===== src/rtl/inst_fetch_unit_pkg.sv =====
// rtl/inst_fetch_unit_pkg.sv - shared constants and types for the instruction fetch stage
package inst_fetch_unit_pkg;

  // Address fetched first after reset and the sequential byte step
  localparam logic [31:0] RESET_PC_DEFAULT = 32'h0000_0000;
  localparam logic [31:0] PC_INCR_DEFAULT  = 32'd4;

  // Instruction word presented when nothing meaningful is on the output
  localparam logic [31:0] NOP_INST = 32'h0000_0000;

  // Width of one {instruction, pc} entry in the holding buffer
  localparam int unsigned PKT_W = 64;

  // Effective fetch state, encoded as {hold_v, inflight_v}
  typedef enum logic [1:0] {
    ST_IDLE = 2'b00,
    ST_RUN  = 2'b01,
    ST_HOLD = 2'b10,
    ST_BAD  = 2'b11
  } fetch_state_e;

  // Map the two valid flags onto the debug state encoding
  function automatic fetch_state_e state_of(input logic hold_v, input logic inflight_v);
    return fetch_state_e'({hold_v, inflight_v});
  endfunction

endpackage


===== src/rtl/fetch_hold_buf.sv =====
// rtl/fetch_hold_buf.sv - single-entry holding register for a stalled {inst, pc}
module fetch_hold_buf
  import inst_fetch_unit_pkg::*;
(
  input  logic             clk_i,
  input  logic             rst_ni,
  input  logic             load_i,
  input  logic             clear_i,
  input  logic [PKT_W-1:0] data_i,
  output logic [PKT_W-1:0] data_o,
  output logic             valid_o
);

  logic [PKT_W-1:0] data_q;
  logic             valid_q;

  // Capture on load, drop on clear; clear wins so a redirect always empties the entry
  always_ff @(posedge clk_i) begin
    if (!rst_ni) begin
      data_q  <= '0;
      valid_q <= 1'b0;
    end else if (clear_i) begin
      valid_q <= 1'b0;
    end else if (load_i) begin
      data_q  <= data_i;
      valid_q <= 1'b1;
    end
  end

  assign data_o  = data_q;
  assign valid_o = valid_q;

endmodule


===== src/rtl/inst_fetch_unit.sv =====
// rtl/inst_fetch_unit.sv - PC sequencing and fetch control in front of a 1-cycle ROM
module inst_fetch_unit
  import inst_fetch_unit_pkg::*;
#(
  parameter logic [31:0] RESET_PC = RESET_PC_DEFAULT,
  parameter logic [31:0] PC_INCR  = PC_INCR_DEFAULT
) (
  input  logic        clock,
  input  logic        reset,
  output logic [31:0] rom_addr,
  input  logic [31:0] rom_data,
  output logic [31:0] inst_out,
  output logic [31:0] pc_out,
  output logic        inst_valid,
  input  logic        inst_ready,
  input  logic        redirect_valid,
  input  logic [31:0] redirect_pc,
  output logic        misaligned,
  output logic [31:0] fetch_count
);

  logic [31:0] pc_q, pc_d;
  logic        inflight_v_q, inflight_v_d;
  logic [31:0] inflight_pc_q, inflight_pc_d;
  logic        misaligned_q, misaligned_d;
  logic [31:0] fetch_count_q, fetch_count_d;

  logic             hold_v;
  logic [PKT_W-1:0] hold_data;
  logic             hold_load;
  logic             hold_clear;
  logic             stall;
  logic             issue;
  logic             accept;
  fetch_state_e     state_w;

  // The ROM address is always the next PC to fetch; data returns one cycle later
  assign rom_addr = pc_q;

  // A stalled word parks in the holding buffer and takes priority on the output
  assign {inst_out, pc_out} = hold_v ? hold_data : {rom_data, inflight_pc_q};
  assign inst_valid = (hold_v | inflight_v_q) & ~redirect_valid;

  assign stall  = inst_valid & ~inst_ready;
  assign issue  = ~stall & ~redirect_valid;
  assign accept = inst_valid & inst_ready;

  // Only the first stall cycle moves the in-flight ROM word into the buffer
  assign hold_load  = stall & inflight_v_q & ~hold_v;
  assign hold_clear = redirect_valid | (issue & hold_v);

  fetch_hold_buf u_hold (
    .clk_i   (clock),
    .rst_ni  (reset),
    .load_i  (hold_load),
    .clear_i (hold_clear),
    .data_i  ({rom_data, inflight_pc_q}),
    .data_o  (hold_data),
    .valid_o (hold_v)
  );

  // Next-state selection: redirect beats stall beats sequential issue
  always_comb begin
    pc_d          = pc_q;
    inflight_v_d  = inflight_v_q;
    inflight_pc_d = inflight_pc_q;
    misaligned_d  = misaligned_q | (redirect_valid & (|redirect_pc[1:0]));
    fetch_count_d = fetch_count_q + {31'b0, accept};
    if (redirect_valid) begin
      pc_d         = redirect_pc & ~32'h3;
      inflight_v_d = 1'b0;
    end else if (stall) begin
      // pc_q is held, so the word fetched this cycle is refetched after the stall
      inflight_v_d = 1'b0;
    end else begin
      inflight_v_d  = 1'b1;
      inflight_pc_d = pc_q;
      pc_d          = pc_q + PC_INCR;
    end
  end

  // State registers with synchronous active-low reset
  always_ff @(posedge clock) begin
    if (!reset) begin
      pc_q          <= RESET_PC;
      inflight_v_q  <= 1'b0;
      inflight_pc_q <= '0;
      misaligned_q  <= 1'b0;
      fetch_count_q <= '0;
    end else begin
      pc_q          <= pc_d;
      inflight_v_q  <= inflight_v_d;
      inflight_pc_q <= inflight_pc_d;
      misaligned_q  <= misaligned_d;
      fetch_count_q <= fetch_count_d;
    end
  end

  assign misaligned  = misaligned_q;
  assign fetch_count = fetch_count_q;

  // A word is either in flight or held, never both
  assign state_w = state_of(hold_v, inflight_v_q);

  a_state_legal : assert property (@(posedge clock) disable iff (!reset) state_w != ST_BAD);

endmodule


===== config.mk =====
export PLATFORM = sky130hd
export DESIGN_NAME = inst_fetch_unit
export DESIGN_NICKNAME = d
export VERILOG_FILES = /design/src/rtl/inst_fetch_unit_pkg.sv /design/src/rtl/fetch_hold_buf.sv /design/src/rtl/inst_fetch_unit.sv
export SDC_FILE = /design/constraint.sdc
export NUM_CORES = 1
export LEC_CHECK = 0
export ABC_AREA = 1
export CAP_MARGIN = 20
export CORE_UTILIZATION = 35
export CTS_BUF_LIST = sky130_fd_sc_hd__clkbuf_8
export DETAILED_ROUTE_END_ITERATION = 10
export PLACE_DENSITY = 0.59
export REMOVE_ABC_BUFFERS = 1
export SYNTH_ARGS = -nofsm -noshare
export SYNTH_HDL_FRONTEND = slang
export SYNTH_HIERARCHICAL = 1
export SYNTH_SLANG_ARGS = --single-unit

===== constraint.sdc =====
create_clock -name clock -period 4.5 [get_ports clock]
set_clock_uncertainty 0.2 [all_clocks]
set_input_delay 0.45 -clock clock [delete_from_list [all_inputs] [get_ports clock]]
set_output_delay 0.45 -clock clock [all_outputs]
set_load 0.02 [all_outputs]

==> qor.csv <==
metric;value;unit
status;complete, no violations;
crit_path_frequent_cell;nand2_1;
rsz0062_at_grt;no;
yosysTopAreaCell;dfxtp_1;
grt_first_pass_wirelength;42.2;mm
grt_usage;21.5;%
worstPathArrival;2.52;ns
cpPeakStageDelay;0.61;ns
path_delay_family;buffers and inverters;
postCtsSetupBuffers;0;
p_per_area;282;mW/mm2
p_clk_share;36.1;%
worstPathMaxFanout;39;
layout_common_cells;nand2_1, nor2_1, clkdlybuf4s50_1, dfxtp_1, inv_1;
tightest_slew;0.797;ns
cp_slowest_cell;clkdlybuf4s50_1;
mostFrequentLayoutCell;nand2_1;
cts-root-buf;clkbuf_8;
finalMaxSlewViolations;0;
multiInputGateArea;0.00440;mm2
clk_latency;0.46;ns
cts_hold_buf;0;
die-width;158;um
dr.pass1.iters;5;
peakVddDrop;0.212;mV
relSlewSlack;46.8;%
via_per_inst;4.70;
hold_path_class;reg -> reg;
fillCellCount;2541;
syn_to_final_growth;29.5;%
critPathCaptureType;output pin;
seqCellArea;0.00318;mm2
period_share;70.4;%
wl_per_cell;14.0;um
synthCells;1392;
async_flop_share;0;%
die_h;158;um
whs;0.263;ns
final_cell_area;0.0110;mm2
final-hold-violation-count;0;
drtIter0Drc;607;
dp_hpwl;18.2;mm
startpoint_type;register;
grt_max_degree;70;
portBuffers;195;
critPathRequiredTime;3.85;ns
final_antenna_net_count;0;
grt_pass1_vias;8198;
place_congestion;0.869;
synth-edff-count;0;
setup_tns;0;ns
antenna_found_initial;0;
setup_viol;0;
io_pins;198;
path_class;reg -> out;
numClockSinks;159;
synth.top_cell.area_share;37.4;%
core_area;0.0236;mm2
seqPwrFrac;48.5;%
ys_seq_elements;159;
wl;26.4;mm
p_int;2180;uW
total_power;3110;uW
p_sw;931;uW
crit_chain;inv_2, buf_4, nand2_1, nand2_1, clkdlybuf4s50_1;
syn-mean-instance-area;6.11;um2
yosysWarnings;6;
cts_tree;built;
max_freq;316;MHz
antenna_cells;0;
cts_buffer_depth;2;
swShare;29.9;%
grt.overflow.total;0;
pwr-share-comb;15.5;%
num-nets-final;1623;
place_area;0.0106;mm2
cp.buffers_inverters;3;
htreeDepth;4;
synth_area_leaders;dfxtp_1, nand2_1, nor2_1;
cts_made_buffers;17;
vias;8858;
syn-cell-area;0.00850;mm2
seq_area_frac_synth;37.4;%
final_core_util;46.6;%
placementRows;56;
fin_crit;3.17;ns
drc;0;
cts_resized;0;
path_clk_slew;0.10;ns
start_util;36.0;%
leakage;0.00456;uW
drive_above_1_share;4.28;%
die_area;0.0249;mm2
ys.flop_type;dfxtp_1;
synth_cell_types;36;
maxCapViolations;0;
cell type report:
class / instances / share of cell area, %
clock buffer: 17 / 2.12
clock inverter: 15 / 1.61
inverter: 158 / 5.39
multi-input combinational: 1011 / 39.9
sequential: 159 / 28.9
tap: 319 / 3.62
timing repair buffer: 204 / 18.4
flip-flops by register name, summed over array words and instances (netlist names):
signal and count:
inflight_pc_q 30, fetch_count 32, misaligned 1, rom_addr 30, inflight_v_q 1, u_hold/data_o 64, u_hold/valid_o 1
worst register-to-register path, stage by stage (launching register included):
cell and delay, ns:
dfxtp_2 0.35, or2_1 0.24, nand2_4 0.15, nor2_1 0.18, ha_1 0.23, ha_1 0.22
nand2_1 0.09, nor2_1 0.16, inv_1 0.08, nor2_1 0.20, inv_1 0.11, nor2_2 0.16
xor2_1 0.16, inv_1 0.05, nor2_1 0.08
cell families (layout without fill, tap and decap cells):
kind of cell    Yosys count  count (layout)  share of synthesized area (%)
fa+ha+maj                 4               4                          0.589
buf+inv                 225             394                           11.0
compound gates          149             149                           9.02
flops                   159             159                           37.4
simple gates            838             838                           40.3
xor+xnor                 16              16                           1.65
other cells               1               4                         0.0441
stage by stage:
step	cells	setup WS, ns
final	1883	1.33
after global routing	1883	1.12
after CTS	1883	1.26
after detailed placement	1851	1.44
after global placement	1851	1.49
after floorplan	1328	0.256
worst paths after layout:
kind,slack [ns],from,cells past startpoint,to
setup / recovery,1.33,u_hold/valid_o$_SDFFE_PP0P_,5,inst_out[7]
hold / removal,0.26,misaligned$_SDFF_PN0_,2,misaligned$_SDFF_PN0_
setup reg to reg,1.80,u_hold/valid_o$_SDFFE_PP0P_,14,fetch_count[14]$_SDFF_PN0_
hold reg to reg,0.26,misaligned$_SDFF_PN0_,2,misaligned$_SDFF_PN0_
metal layers:
layer  track usage (%)  vias to the layer above  share of wire (%)
met4              6.84                        0                1.9
met2              34.9                      223                 45
met1              29.2                     3997                 48
met5                 0                        -                  0
li1                  -                     4613                  -
met3              3.31                       25                4.6
cells in the mapped netlist (4+ instances only):
master and number:
nand2_1 455, nor2_1 230, dfxtp_1 159, inv_1 152, nand3_1 105, o21ai_0 72, a21oi_1 62, clkbuf_1 27
buf_2 21, nor3_1 18, xor2_1 13, a31oi_1 9, buf_1 8, nor2_2 7, buf_6 6, inv_2 6
buf_4 5, ha_1 4, nand4_1 4, nor2_4 4
power groups by stage:
stage	Combinational [uW]	Clock [uW]	Sequential, uW
floorplan	211	0	1540
CTS	486	1160	1510
global placement	481	0	1540
finish	482	1120	1510
global route	529	1210	1510
detailed placement	483	0	1540
Note: power is estimated with default switching activity, not from simulation.
